<file path="src/rtl/decoder_scan_ctrl.sv">
// decoder_scan_ctrl
//   Round-robin scan sequencer placed directly upstream of a 2-to-4 one-hot
//   decoder. Visits the enabled channels of chan_mask in ascending order,
//   holds each one for DWELL_CYCLES with sel_en high, and precedes every
//   dwell with BLANK_CYCLES of sel_en low. With blanking, sel only changes on
//   an edge after which sel_en is low, so the decoder never glitches.
//
// Handshake: start is level-sampled in IDLE only (ignored while busy); stop
//   is sampled at every edge and beats start. No valid/ready pairs here.
//
// Ports:
//   clk         rising-edge clock
//   rst_n       asynchronous active-low reset
//   start       begin scanning (IDLE only, needs a non-zero chan_mask)
//   stop        abort scanning, returns to IDLE next cycle
//   chan_mask   bit i set = channel i takes part in the scan
//   sel         channel index to the decoder input (registered)
//   sel_en      decoder enable (registered)
//   busy        high whenever the sequencer is not IDLE (registered)
//   frame_done  one-cycle pulse when the scan wraps to the lowest channel
module decoder_scan_ctrl #(
  parameter int unsigned DWELL_CYCLES = 4,
  parameter int unsigned BLANK_CYCLES = 1,
  parameter int unsigned CNT_W        = 16
) (
  input  logic       clk,
  input  logic       rst_n,
  input  logic       start,
  input  logic       stop,
  input  logic [3:0] chan_mask,
  output logic [1:0] sel,
  output logic       sel_en,
  output logic       busy,
  output logic       frame_done
);

  typedef enum logic [1:0] {
    IDLE  = 2'd0,
    BLANK = 2'd1,
    DWELL = 2'd2
  } state_t;

  localparam bit              NO_BLANK   = (BLANK_CYCLES == 0);
  localparam logic [CNT_W-1:0] DWELL_LAST = CNT_W'(DWELL_CYCLES - 1);
  // Unused when NO_BLANK; clamped so the subtraction cannot underflow.
  localparam logic [CNT_W-1:0] BLANK_LAST =
    CNT_W'((BLANK_CYCLES == 0) ? 0 : (BLANK_CYCLES - 1));

  state_t           state;
  logic [CNT_W-1:0] cnt;

  logic [1:0] first_idx;
  logic [1:0] next_idx;
  logic       next_found;
  logic [1:0] cand;
  logic       wrap;

  // Lowest set bit of the mask: scanned downwards so the last hit wins.
  always_comb begin
    first_idx = 2'd0;
    for (int i = 3; i >= 0; i--) begin
      if (chan_mask[i]) first_idx = 2'(i);
    end
  end

  // First set bit strictly above sel, wrapping 3->0. The 2-bit add wraps on
  // its own; the fourth candidate is sel itself (single-channel case).
  always_comb begin
    next_idx   = sel;
    next_found = 1'b0;
    cand       = sel;
    for (int i = 1; i <= 4; i++) begin
      cand = sel + 2'(i);
      if (!next_found && chan_mask[cand]) begin
        next_idx   = cand;
        next_found = 1'b1;
      end
    end
  end

  assign wrap = (next_idx <= sel);

  always_ff @(posedge clk or negedge rst_n) begin
    if (!rst_n) begin
      state      <= IDLE;
      cnt        <= '0;
      sel        <= 2'd0;
      sel_en     <= 1'b0;
      busy       <= 1'b0;
      frame_done <= 1'b0;
    end else begin
      frame_done <= 1'b0;
      case (state)
        IDLE: begin
          if (start && !stop && (chan_mask != 4'd0)) begin
            sel  <= first_idx;
            busy <= 1'b1;
            cnt  <= '0;
            if (NO_BLANK) begin
              state  <= DWELL;
              sel_en <= 1'b1;
            end else begin
              state  <= BLANK;
              sel_en <= 1'b0;
            end
          end
        end

        BLANK: begin
          if (stop) begin
            state  <= IDLE;
            sel_en <= 1'b0;
            busy   <= 1'b0;
            cnt    <= '0;
          end else if (cnt == BLANK_LAST) begin
            state  <= DWELL;
            sel_en <= 1'b1;
            cnt    <= '0;
          end else begin
            cnt <= cnt + CNT_W'(1);
          end
        end

        DWELL: begin
          if (stop) begin
            state  <= IDLE;
            sel_en <= 1'b0;
            busy   <= 1'b0;
            cnt    <= '0;
          end else if (cnt == DWELL_LAST) begin
            cnt <= '0;
            // The mask is only consulted here, at the end of a dwell.
            if (chan_mask == 4'd0) begin
              state  <= IDLE;
              sel_en <= 1'b0;
              busy   <= 1'b0;
            end else begin
              sel        <= next_idx;
              frame_done <= wrap;
              if (NO_BLANK) begin
                state  <= DWELL;
                sel_en <= 1'b1;
              end else begin
                state  <= BLANK;
                sel_en <= 1'b0;
              end
            end
          end else begin
            cnt <= cnt + CNT_W'(1);
          end
        end

        default: begin
          state  <= IDLE;
          sel_en <= 1'b0;
          busy   <= 1'b0;
          cnt    <= '0;
        end
      endcase
    end
  end

endmodule

</file>
<file path="config.mk">
export PLATFORM = sky130hd
export DESIGN_NAME = decoder_scan_ctrl
export DESIGN_NICKNAME = d
export VERILOG_FILES = /design/src/rtl/decoder_scan_ctrl.sv
export SDC_FILE = /design/constraint.sdc
export NUM_CORES = 1
export LEC_CHECK = 0
export ABC_AREA = 1
export BUFFER_PORTS_ARGS = -buffer_cell sky130_fd_sc_hd__buf_2
export CAP_MARGIN = 20
export CELL_PAD_IN_SITES_DETAIL_PLACEMENT = 1
export CELL_PAD_IN_SITES_GLOBAL_PLACEMENT = 2
export CORE_MARGIN = 4
export CORE_UTILIZATION = 37
export CTS_CLUSTER_DIAMETER = 50
export DETAILED_ROUTE_END_ITERATION = 12
export GPL_TIMING_DRIVEN = 0
export PLACE_DENSITY = 0.95
export SLEW_MARGIN = 20
export SYNTH_ARGS = -nofsm -noshare
export SYNTH_HDL_FRONTEND = slang
export SYNTH_SLANG_ARGS = --single-unit
</file>
<file path="constraint.sdc">
create_clock -name clk -period 3.75 [get_ports clk]
set_clock_uncertainty 0.1 [all_clocks]
set_input_delay 0 -clock clk [delete_from_list [all_inputs] [get_ports clk]]
set_output_delay 0 -clock clk [all_outputs]
set_load 0.1 [all_outputs]
</file>
==> results.json <==
{
  "synth_seq_cells": 23,
  "cts_tree": "built",
  "antenna_cells": 0,
  "synth-seq-area-share_pct": 30.71,
  "fin_crit_sh_pct": 57.07,
  "max_stage_delay_ps": 420,
  "synth_ff_type": "dfrtp_1",
  "max_freq_mhz": 467.3,
  "die-area_um2": 6269,
  "die_y_um": 79.18,
  "final_area_um2": 2083,
  "hold_class": "in2reg",
  "setup.worst_path.start_class": "register",
  "fin_tns_setup_ps": 0,
  "cts_resized": 0,
  "critical_path.top_delay_family": "simple AND/OR/NAND/NOR gates",
  "routed_wl_um": 4956,
  "fin_crit_ps": 2140,
  "critPathMaxFanout": 10,
  "synth_warnings": 0,
  "drcViolationCount": 0,
  "die_w_um": 79.18,
  "criticalPathCategory": "reg2reg",
  "powerDensity_nw_per_um2": 620.6,
  "drt_first_pass_iters": 6,
  "place_congestion": 0.8354,
  "overflow": 0,
  "setup_viol": 0,
  "coreArea_um2": 4817,
  "rsz0062_at_grt": "false",
  "grt_usage_pct": 17.84,
  "highest_layer": "met4",
  "dr_wl_met3_um": 136,
  "crit_slowest_cell": "dfrtp_1",
  "path_cells": "buf_6 > inv_4 > nand2_1 > nand2_2 > nand2_2 > nand2_4 > inv_2 > nand3_2 > nand3_1 > nand2_1 > inv_1 > ha_1 > inv_1 > o21bai_1 > a211oi_1",
  "clk_path_buf_depth": 2,
  "slew_headroom_pct": 63.01,
  "slew_violations": 0,
  "worstSetupEndpointType": "register",
  "placed_area_um2": 2018,
  "crit_required_ps": 3830,
  "synthDistinctLibCells": 31,
  "finalHoldViolCount": 0,
  "final_antenna_net_count": 0,
  "synth_area_um2": 1874,
  "area_delta_synth_final_pct": 11.15,
  "syn_avg_cell_area_um2": 6.942,
  "p_total_mw": 1.293,
  "nets": 305,
  "clkSlewWorstSetupHoldPaths_ps": 90,
  "drt_iter0_drc": 29,
  "clock_latency_ps": 270,
  "cap_viol_max_count": 0,
  "htree_levels": 1,
  "arrival_ps": 2220,
  "grt_max_degree": 24,
  "status": "completed",
  "viasPerCell": 5.062,
  "wl_per_cell_um": 13.96,
  "peakVddDrop_v": 0.0002265,
  "cts_buffers": 3,
  "cts_num_sinks": 23,
  "grt_pass1_vias": 1924,
  "async_flop_share_pct": 100.0,
  "wl_met1_um": 2359,
  "yosysTopAreaCell": "dfrtp_1",
  "rows": 25,
  "netlist_instances": 270,
  "hold_ws_ps": 76.79,
  "cp_num_buf_inv": 5,
  "layout-drive-gt1-share_pct": 20.49,
  "num_vias": 1797,
  "synth_edf_count": 0,
  "root_buffer": "clkbuf_8",
  "io_pins": 13,
  "antenna_found_initial": 0,
  "synth_nets": 286,
  "tightest_slew_ps": 554.8,
  "dp_hpwl_um": 3844,
  "leakagePower_nw": 1.013,
  "dr_wl_met2_um": 2428,
  "initial_utilization_pct": 38.91,
  "synth_top_area_share_pct": 30.71,
  "synth.area.top_cells": "dfrtp_1, nand2_1, nand3_1",
  "grt_pass1_wl_um": 9025,
  "io_buffers": 12
}
-- through the flow --
| step | worst slack, ps | util [%] | std cells |
|---|---|---|---|
| 3_5_place_dp | 1612 | 41.90 | 349 |
| 2_1_floorplan | 1168 | - | 270 |
| 3_3_place_gp | 1630 | 41.90 | 349 |
| 5_1_grt | 1375 | 43.25 | 355 |
| 4_1_cts | 1586 | 43.25 | 355 |
| 6_report | 1610 | 43.25 | 355 |
-- registers in the layout, summed over array words and instances, names as in the netlist --
signal	count
sel	2
frame_done	1
cnt	16
state	2
sel_en	1
busy	1
-- metal layers --
metal | global-route usage [%] | vias up
met5 | 0 | -
met1 | 23.83 | 861
met4 | 2.577 | 0
met3 | 2.721 | 4
li1 | - | 914
met2 | 30.98 | 18
-- layout make-up --
class	instances	area, um^2
inverters	38	145.1
flip-flops and latches	23	575.6
multi-input cells	205	1122
plain buffers	4	31.28
fillers	666	2734
repair buffers	14	80.08
well taps	67	83.83
clock buffers	4	45.04
-- worst reg2reg max path, stage by stage (launching register included) --
cell,delay [ps]
dfrtp_1,420
buf_6,160
inv_4,80
nand2_1,60
nand2_2,100
nand2_2,80
nand2_4,90
inv_2,40
nand3_2,50
nand3_1,70
nand2_1,90
inv_1,50
ha_1,280
inv_1,60
o21bai_1,60
a211oi_1,240
-- power by group --
part           switching [mW]  leakage [nW]  internal [mW]
clock                  0.0847        0.0228         0.0760
combinational           0.596         0.676          0.229
sequential             0.0278         0.314          0.279
total                   0.708          1.01          0.585
-- path summary, 6_finish.rpt --
check / slack (ps) / end / from / cells past startpoint
max in group asynchronous: 3010 / cnt[3] / rst_n / 2
worst max-delay path: 1610 / frame_done / sel[0] / 15
min in group asynchronous: 170 / state[0] / rst_n / 2
worst max register to register: 1610 / frame_done / sel[0] / 15
worst min register to register: 380 / sel_en / sel_en / 2
worst min-delay path: 80 / sel[1] / chan_mask[1] / 6
-- cells by family (layout without fill, tap and decap cells) --
logic type,Yosys count,count (layout),share of synthesized area (%)
AO/OA/AOI/OAI,39,39,11.28
buffers and inverters,42,60,9.413
XOR/XNOR,4,4,1.869
AND/OR/NAND/NOR,154,154,41.39
adder cells (fa/ha/maj),8,8,5.341
flip-flops,23,23,30.71
-- layout by cell type, fill, tap and decap left out, drive strengths merged --
cell type | netlist | final
clkinv | 2 | 2
buf | 4 | 16
nand4 | 7 | 7
a211oi | 1 | 1
o21ai | 18 | 18
nor2 | 20 | 20
dlygate4sd3 | 0 | 2
xor2 | 4 | 4
nand3 | 30 | 30
nor4 | 1 | 1
ha | 8 | 8
inv | 36 | 36
nor3 | 5 | 5
nand3b | 4 | 4
nand2 | 87 | 87
a21oi | 19 | 19
clkbuf | 0 | 4
dfrtp | 23 | 23
o21bai | 1 | 1
-- Yosys cell counts (2+ instances only) --
library cell and n:
nor3_1 3, nand3_1 27, clkinv_1 2, xor2_1 4
nand3b_1 3, nor2_1 16, nand2_2 7, nand4_1 7
a21oi_2 3, nand2_4 5, nor2_4 2, buf_4 2
inv_1 21, nand3_2 3, o21ai_0 8, inv_2 14
dfrtp_1 23, nor2_2 2, nand2_1 75, o21ai_1 10
ha_1 8, a21oi_1 16
-- timing repair --
item | in CTS | in global routing
hold buffers | 2 | 0
buffers inserted | 0 | 0
endpoints found under the hold margin | 24 | 0
Power figures use the tool's default switching activity.
